[config.mk]
export PLATFORM = sky130hd
export DESIGN_NAME = master_in_port_flat
export DESIGN_NICKNAME = d
export VERILOG_FILES = /design/src/rtl/master_in_port_if.sv /design/src/rtl/master_in_port.sv /design/src/flat_wrapper.sv
export SDC_FILE = /design/constraint.sdc
export NUM_CORES = 1
export LEC_CHECK = 0
export CAP_MARGIN = 20
export CELL_PAD_IN_SITES_DETAIL_PLACEMENT = 1
export CELL_PAD_IN_SITES_GLOBAL_PLACEMENT = 2
export CORE_MARGIN = 4
export CORE_UTILIZATION = 30
export DETAILED_ROUTE_END_ITERATION = 10
export PLACE_DENSITY_LB_ADDON = 0.15
export SYNTH_ARGS = -nofsm -noshare
export SYNTH_HDL_FRONTEND = slang
export SYNTH_SLANG_ARGS = --single-unit
[constraint.sdc]
create_clock -name clk -period 2.2 [get_ports clk]
set_input_delay 0.22 -clock clk [delete_from_list [all_inputs] [get_ports clk]]
set_output_delay 0.22 -clock clk [all_outputs]
set_load 0.05 [all_outputs]
[src/rtl/master_in_port_if.sv]
// master_in_port_if: bus bundle between the master core, the slave transmitter and master_in_port.
//   rx_request    : core asks for one read word
//   slave_ready   : slave has a word queued
//   rx_data       : serial line from the slave (idles low, start bit is high)
//   slave_tx_done : slave flags its last data bit
//   master_ready  : one-cycle request pulse to the slave
//   dataout       : last good word received
//   rx_valid      : dataout refreshed this cycle
//   rx_error      : timeout or framing error this cycle
//   rx_busy       : receiver is not idle
//   modport master: view of the receiver itself; modport slave: view of whoever drives it
interface master_in_port_if #(
    parameter int DATA_WIDTH = 12
);
    logic                  rx_request;
    logic                  slave_ready;
    logic                  rx_data;
    logic                  slave_tx_done;
    logic                  master_ready;
    logic [DATA_WIDTH-1:0] dataout;
    logic                  rx_valid;
    logic                  rx_error;
    logic                  rx_busy;
    modport master (
        input  rx_request, slave_ready, rx_data, slave_tx_done,
        output master_ready, dataout, rx_valid, rx_error, rx_busy
    );
    modport slave (
        output rx_request, slave_ready, rx_data, slave_tx_done,
        input  master_ready, dataout, rx_valid, rx_error, rx_busy
    );
endinterface

[src/rtl/master_in_port.sv]
// master_in_port: master-side serial receiver that requests a word, waits for a start bit and shifts in DATA_WIDTH bits LSB-first.
//   clk   : rising-edge clock
//   reset : asynchronous active-low reset
//   bus   : master_in_port_if.master (request/serial inputs, word/strobe/busy outputs)
// Every output is a flop loaded from the next-state decode, so strobes line up with the state they describe.
module master_in_port #(
    parameter int DATA_WIDTH = 12,
    parameter int TIMEOUT    = 16
) (
    input logic             clk,
    input logic             reset,
    master_in_port_if.master bus
);
    localparam int BW = $clog2(DATA_WIDTH);
    localparam int TW = $clog2(TIMEOUT);
    typedef enum logic [2:0] {IDLE, REQ, WAIT_START, RECEIVE, DONE} state_t;
    state_t                state_q, state_d;
    logic [BW-1:0]         bit_cnt_q, bit_cnt_d;
    logic [TW-1:0]         timer_q, timer_d;
    logic [DATA_WIDTH-1:0] shift_q, shift_d;
    logic                  err_q, err_d;
    logic [DATA_WIDTH-1:0] dataout_q;
    logic                  master_ready_q, rx_valid_q, rx_error_q, rx_busy_q;
    logic                  last_bit;
    assign last_bit = bit_cnt_q == BW'(DATA_WIDTH - 1);
    always_comb begin
        state_d   = state_q;
        bit_cnt_d = bit_cnt_q;
        timer_d   = timer_q;
        shift_d   = shift_q;
        err_d     = err_q;
        case (state_q)
            IDLE: state_d = (bus.rx_request && bus.slave_ready) ? REQ : IDLE;
            REQ: begin
                timer_d = '0;
                state_d = WAIT_START;
            end
            WAIT_START: begin
                if (bus.rx_data) begin
                    bit_cnt_d = '0;
                    state_d   = RECEIVE;
                end else if (timer_q == TW'(TIMEOUT - 1)) begin
                    err_d   = 1'b1;
                    state_d = DONE;
                end else begin
                    timer_d = timer_q + TW'(1);
                end
            end
            RECEIVE: begin
                shift_d[bit_cnt_q] = bus.rx_data;
                // the done flag must coincide with the final bit: early or missing both mean a broken frame
                if (last_bit) begin
                    err_d   = ~bus.slave_tx_done;
                    state_d = DONE;
                end else if (bus.slave_tx_done) begin
                    err_d   = 1'b1;
                    state_d = DONE;
                end else begin
                    bit_cnt_d = bit_cnt_q + BW'(1);
                end
            end
            DONE: begin
                err_d   = 1'b0;
                state_d = IDLE;
            end
            default: state_d = IDLE;
        endcase
    end
    always_ff @(posedge clk or negedge reset) begin
        if (!reset) begin
            state_q        <= IDLE;
            bit_cnt_q      <= '0;
            timer_q        <= '0;
            shift_q        <= '0;
            err_q          <= 1'b0;
            dataout_q      <= '0;
            master_ready_q <= 1'b0;
            rx_valid_q     <= 1'b0;
            rx_error_q     <= 1'b0;
            rx_busy_q      <= 1'b0;
        end else begin
            state_q        <= state_d;
            bit_cnt_q      <= bit_cnt_d;
            timer_q        <= timer_d;
            shift_q        <= shift_d;
            err_q          <= err_d;
            master_ready_q <= state_d == REQ;
            rx_busy_q      <= state_d != IDLE;
            rx_valid_q     <= state_d == DONE && !err_d;
            rx_error_q     <= state_d == DONE && err_d;
            // shift_d already holds the final bit, so the word is published together with rx_valid
            if (state_d == DONE && !err_d)
                dataout_q <= shift_d;
        end
    end
    assign bus.master_ready = master_ready_q;
    assign bus.dataout      = dataout_q;
    assign bus.rx_valid     = rx_valid_q;
    assign bus.rx_error     = rx_error_q;
    assign bus.rx_busy      = rx_busy_q;
endmodule

[src/flat_wrapper.sv]
// flat-port wrapper written by rule: the top's interface ports become plain ports
module master_in_port_flat 
#(
    parameter int DATA_WIDTH = 12,
    parameter int TIMEOUT    = 16
)
  (clk, reset, bus_rx_request, bus_slave_ready, bus_rx_data, bus_slave_tx_done, bus_master_ready, bus_dataout, bus_rx_valid, bus_rx_error, bus_rx_busy);
  master_in_port_if #(.DATA_WIDTH(DATA_WIDTH)) bus_i ();
  input logic clk;
  input logic reset;
  input wire logic [$bits(bus_i.rx_request)-1:0] bus_rx_request;
  input wire logic [$bits(bus_i.slave_ready)-1:0] bus_slave_ready;
  input wire logic [$bits(bus_i.rx_data)-1:0] bus_rx_data;
  input wire logic [$bits(bus_i.slave_tx_done)-1:0] bus_slave_tx_done;
  output wire logic [$bits(bus_i.master_ready)-1:0] bus_master_ready;
  output wire logic [$bits(bus_i.dataout)-1:0] bus_dataout;
  output wire logic [$bits(bus_i.rx_valid)-1:0] bus_rx_valid;
  output wire logic [$bits(bus_i.rx_error)-1:0] bus_rx_error;
  output wire logic [$bits(bus_i.rx_busy)-1:0] bus_rx_busy;
  assign bus_i.rx_request = bus_rx_request;
  assign bus_i.slave_ready = bus_slave_ready;
  assign bus_i.rx_data = bus_rx_data;
  assign bus_i.slave_tx_done = bus_slave_tx_done;
  assign bus_master_ready = bus_i.master_ready;
  assign bus_dataout = bus_i.dataout;
  assign bus_rx_valid = bus_i.rx_valid;
  assign bus_rx_error = bus_i.rx_error;
  assign bus_rx_busy = bus_i.rx_busy;
  master_in_port #(.DATA_WIDTH(DATA_WIDTH), .TIMEOUT(TIMEOUT)) u_core (.clk(clk), .reset(reset), .bus(bus_i));
endmodule
==> reports/metrics.yaml <==
timing:
  setup-violations-final: 0
  holdWs_ns: 0.04328
  period_minus_slack_ns: 2.069
  timing.final.ws_setup_ns: 0.1305
  skew_ns: 0.008017
  timing.final.crit_share_pct: 94.07
  worst_pin_slew_ns: 0.8865
  relSlewSlack_pct: 40.90
  hold_viol: 0
  rsz0062_at_grt: "no"
  slew_viol_final: 0
  fmax_mhz: 483.2
  final.setup.tns_ns: 0
outcome:
  outcome: "finished clean"
synthesis:
  synthAdderAreaFrac_pct: 3.240
  ys_ff_latch: 40
  syn_nets: 170
  synth_top_family_by_area: "simple AND/OR/NAND/NOR gates"
  syn_area_mm2: 0.001931
  yosys.area.top_type: "dfrtp_1"
  synthMuxAreaShare_pct: 16.27
  netlist_instances: 159
  synth_xor_area_share_pct: 0.9073
  yosys-top-cells-area: "dfrtp_1 (52%), mux2_2 (8.2%), mux2_4 (7.0%), nand3_1 (4.1%), ha_1 (3.2%)"
  yosysTopAreaCellShare_pct: 51.85
  ys_seq_area_share_pct: 51.85
  synth_compound_area_share_pct: 7.259
  ys_warn_count: 0
  avgSynthCellArea_um2: 12.14
  synth_cell_type_count: 40
  yosys.area_share.simple_pct: 17.24
grt:
  grt_pass1_wl_mm: 7.362
  grt_max_degree: 41
  grt_util_all_layers_pct: 12.42
  antenna_found_initial: 0
  grt-ovfl-total: 0
  grt_pass1_vias: 1503
setup_path:
  arrival_ns: 2.26
  required_ns: 2.39
  timing_worst_setup_path_type: "reg -> reg"
  crit_fanout: 13
  end_kind: "flip-flop"
  cp-start-kind: "flip-flop"
routing:
  dr.first_iter.drc_count: 27
  drc: 0
  drt.antenna.violating_nets: 0
  wl_mm: 4.300
  num_vias: 1317
  routedWlPerCell_um: 16.10
  dr.pass1.iters: 4
  post_drt_via_cell_ratio: 4.933
clock_network:
  clkTransAtPathRegs_ns: 0.09
  postCtsSetupBuffers: 0
  cts_buffers: 5
  cts_tree: "yes"
  hold_buffers: 0
  clock-root-buffer: "clkbuf_8"
  htreeDepth: 2
  cts_resized: 0
  clock_path_buffers: 2
  clkLatencyLatePin_ns: 0.29
  clock_sinks: 40
final_layout:
  final_common_cell: "dfrtp_1"
  drive_gt1_share_pct: 26.04
  area_delta_synth_final_pct: 23.72
  antennaDiodeCount: 0
  nNetsFinal: 202
  final_cell_mix: "dfrtp_1 (40), clkdlybuf4s50_1 (20), nand3_1 (16)"
power:
  power.leakage_uw: 0.001064
  cellInternalPower_uw: 1916
  netSwitchingFraction_pct: 40.74
  power.switching_uw: 1317
  p_seq_share_pct: 35.5
  ir_drop_mv: 0.5956
  pwr-share-comb_pct: 45.1
  clockPowerShare_pct: 19.3
  power_density_mw_per_mm2: 1354
floorplan:
  core-area_mm2: 0.006096
  die_h_um: 88.22
  die_w_um: 88.22
  num_io_pins: 22
  std_cell_rows: 28
  start_util_pct: 31.67
  die_area_mm2: 0.007783
placement:
  io_buffer_count: 21
  dp_hpwl_mm: 3.118
  place_congestion: 0.7909
  place_worst_setup_slack_ns: 0.02253
run:
  maxCapViolCount: 0
hold_path:
  min_path_type: "in -> async"
==> stage by stage <==
step | util, % | cell area [um^2] | total power, uW | std cells
global placement | 37.29 | 2273 | 2593 | 259
global route | 39.18 | 2389 | 3451 | 267
finish | 39.18 | 2389 | 3233 | 267
floorplan | - | 1931 | 2161 | 159
CTS | 39.18 | 2389 | 3284 | 267
detailed placement | 37.29 | 2273 | 2635 | 259
==> layer usage <==
layer | GRT usage (%) | routed length, um
met5 | 0 | 0
met4 | 4.258 | 55
met3 | 3.352 | 160
met2 | 20.60 | 2057
met1 | 15.68 | 2027
==> final timing paths <==
| check | from | end | slack, ns | cells after the start |
|---|---|---|---|---|
| min | reset | u_core.bit_cnt_q[2] | 0.04 | 1 |
| min reg2reg | u_core.shift_q[5] | u_core.shift_q[5] | 0.50 | 1 |
| max | u_core.bit_cnt_q[0] | u_core.bus.dataout[0] | 0.13 | 6 |
| max reg2reg | u_core.bit_cnt_q[0] | u_core.bus.dataout[0] | 0.13 | 6 |
| max in group asynchronous | reset | u_core.bus.dataout[1] | 1.60 | 1 |
| min in group clk | u_core.shift_q[5] | u_core.shift_q[5] | 0.50 | 1 |
==> Yosys cell counts, drive strengths merged <==
cell / instances
nor3b: 2
and3b: 2
mux2i: 1
a211oi: 2
nor2b: 3
and3: 1
nand2b: 2
nor4: 1
inv: 3
a221oi: 1
nor4b: 1
nand3b: 2
xor2: 2
a22oi: 1
a2bb2oi: 1
or2: 2
nand2: 12
nand3: 16
nand4b: 3
o21ai: 8
nor2: 7
clkbuf: 2
a22o: 1
a21o: 1
dfrtp: 40
or3: 1
a21oi: 3
buf: 5
ha: 5
mux2: 24
o211a: 1
nor3: 3
==> worst max-delay path, stage by stage (launching register included) <==
cell	delay [ns]
dfrtp_1	0.45
ha_1	0.24
and3b_1	0.24
o211a_1	0.28
a211oi_4	0.21
buf_12	0.19
mux2_2	0.34
==> power by group through the flow <==
| stage | clock network, uW | logic [uW] | registers [uW] |
|---|---|---|---|
| finish | 625 | 1460 | 1150 |
| global route | 683 | 1580 | 1190 |
| CTS | 647 | 1480 | 1150 |
| detailed placement | 0 | 1470 | 1160 |
| global placement | 0 | 1440 | 1150 |
| floorplan | 0 | 660 | 1500 |
==> cells by family (layout without fill, tap and decap cells) <==
kind of cell	count (synthesis)	count (layout)
simple gates	58	58
flops	40	40
mux	25	25
compound gates	19	19
buf+inv	10	43
fa+ha+maj	5	5
xor+xnor	2	2
==> state kept, by name, summed over array words and instances, names as in the netlist <==
signal and count:
u_core.err_q 1, u_core.bus.rx_busy 1, u_core.state_q 3, u_core.bus.dataout 12
u_core.bus.rx_valid 1, u_core.bus.master_ready 1, u_core.shift_q 12, u_core.bit_cnt_q 4
u_core.bus.rx_error 1, u_core.timer_q 4
==> cell type report <==
class	count	area [um^2]
fillers	693	3707
clock buffers	5	68.82
inverters	3	11.26
flip-flops and latches	40	1001
repair buffers	32	300.3
well taps	75	93.84
clock inverters	3	46.29
multi-input cells	109	867.1
Power figures use the tool's default switching activity.
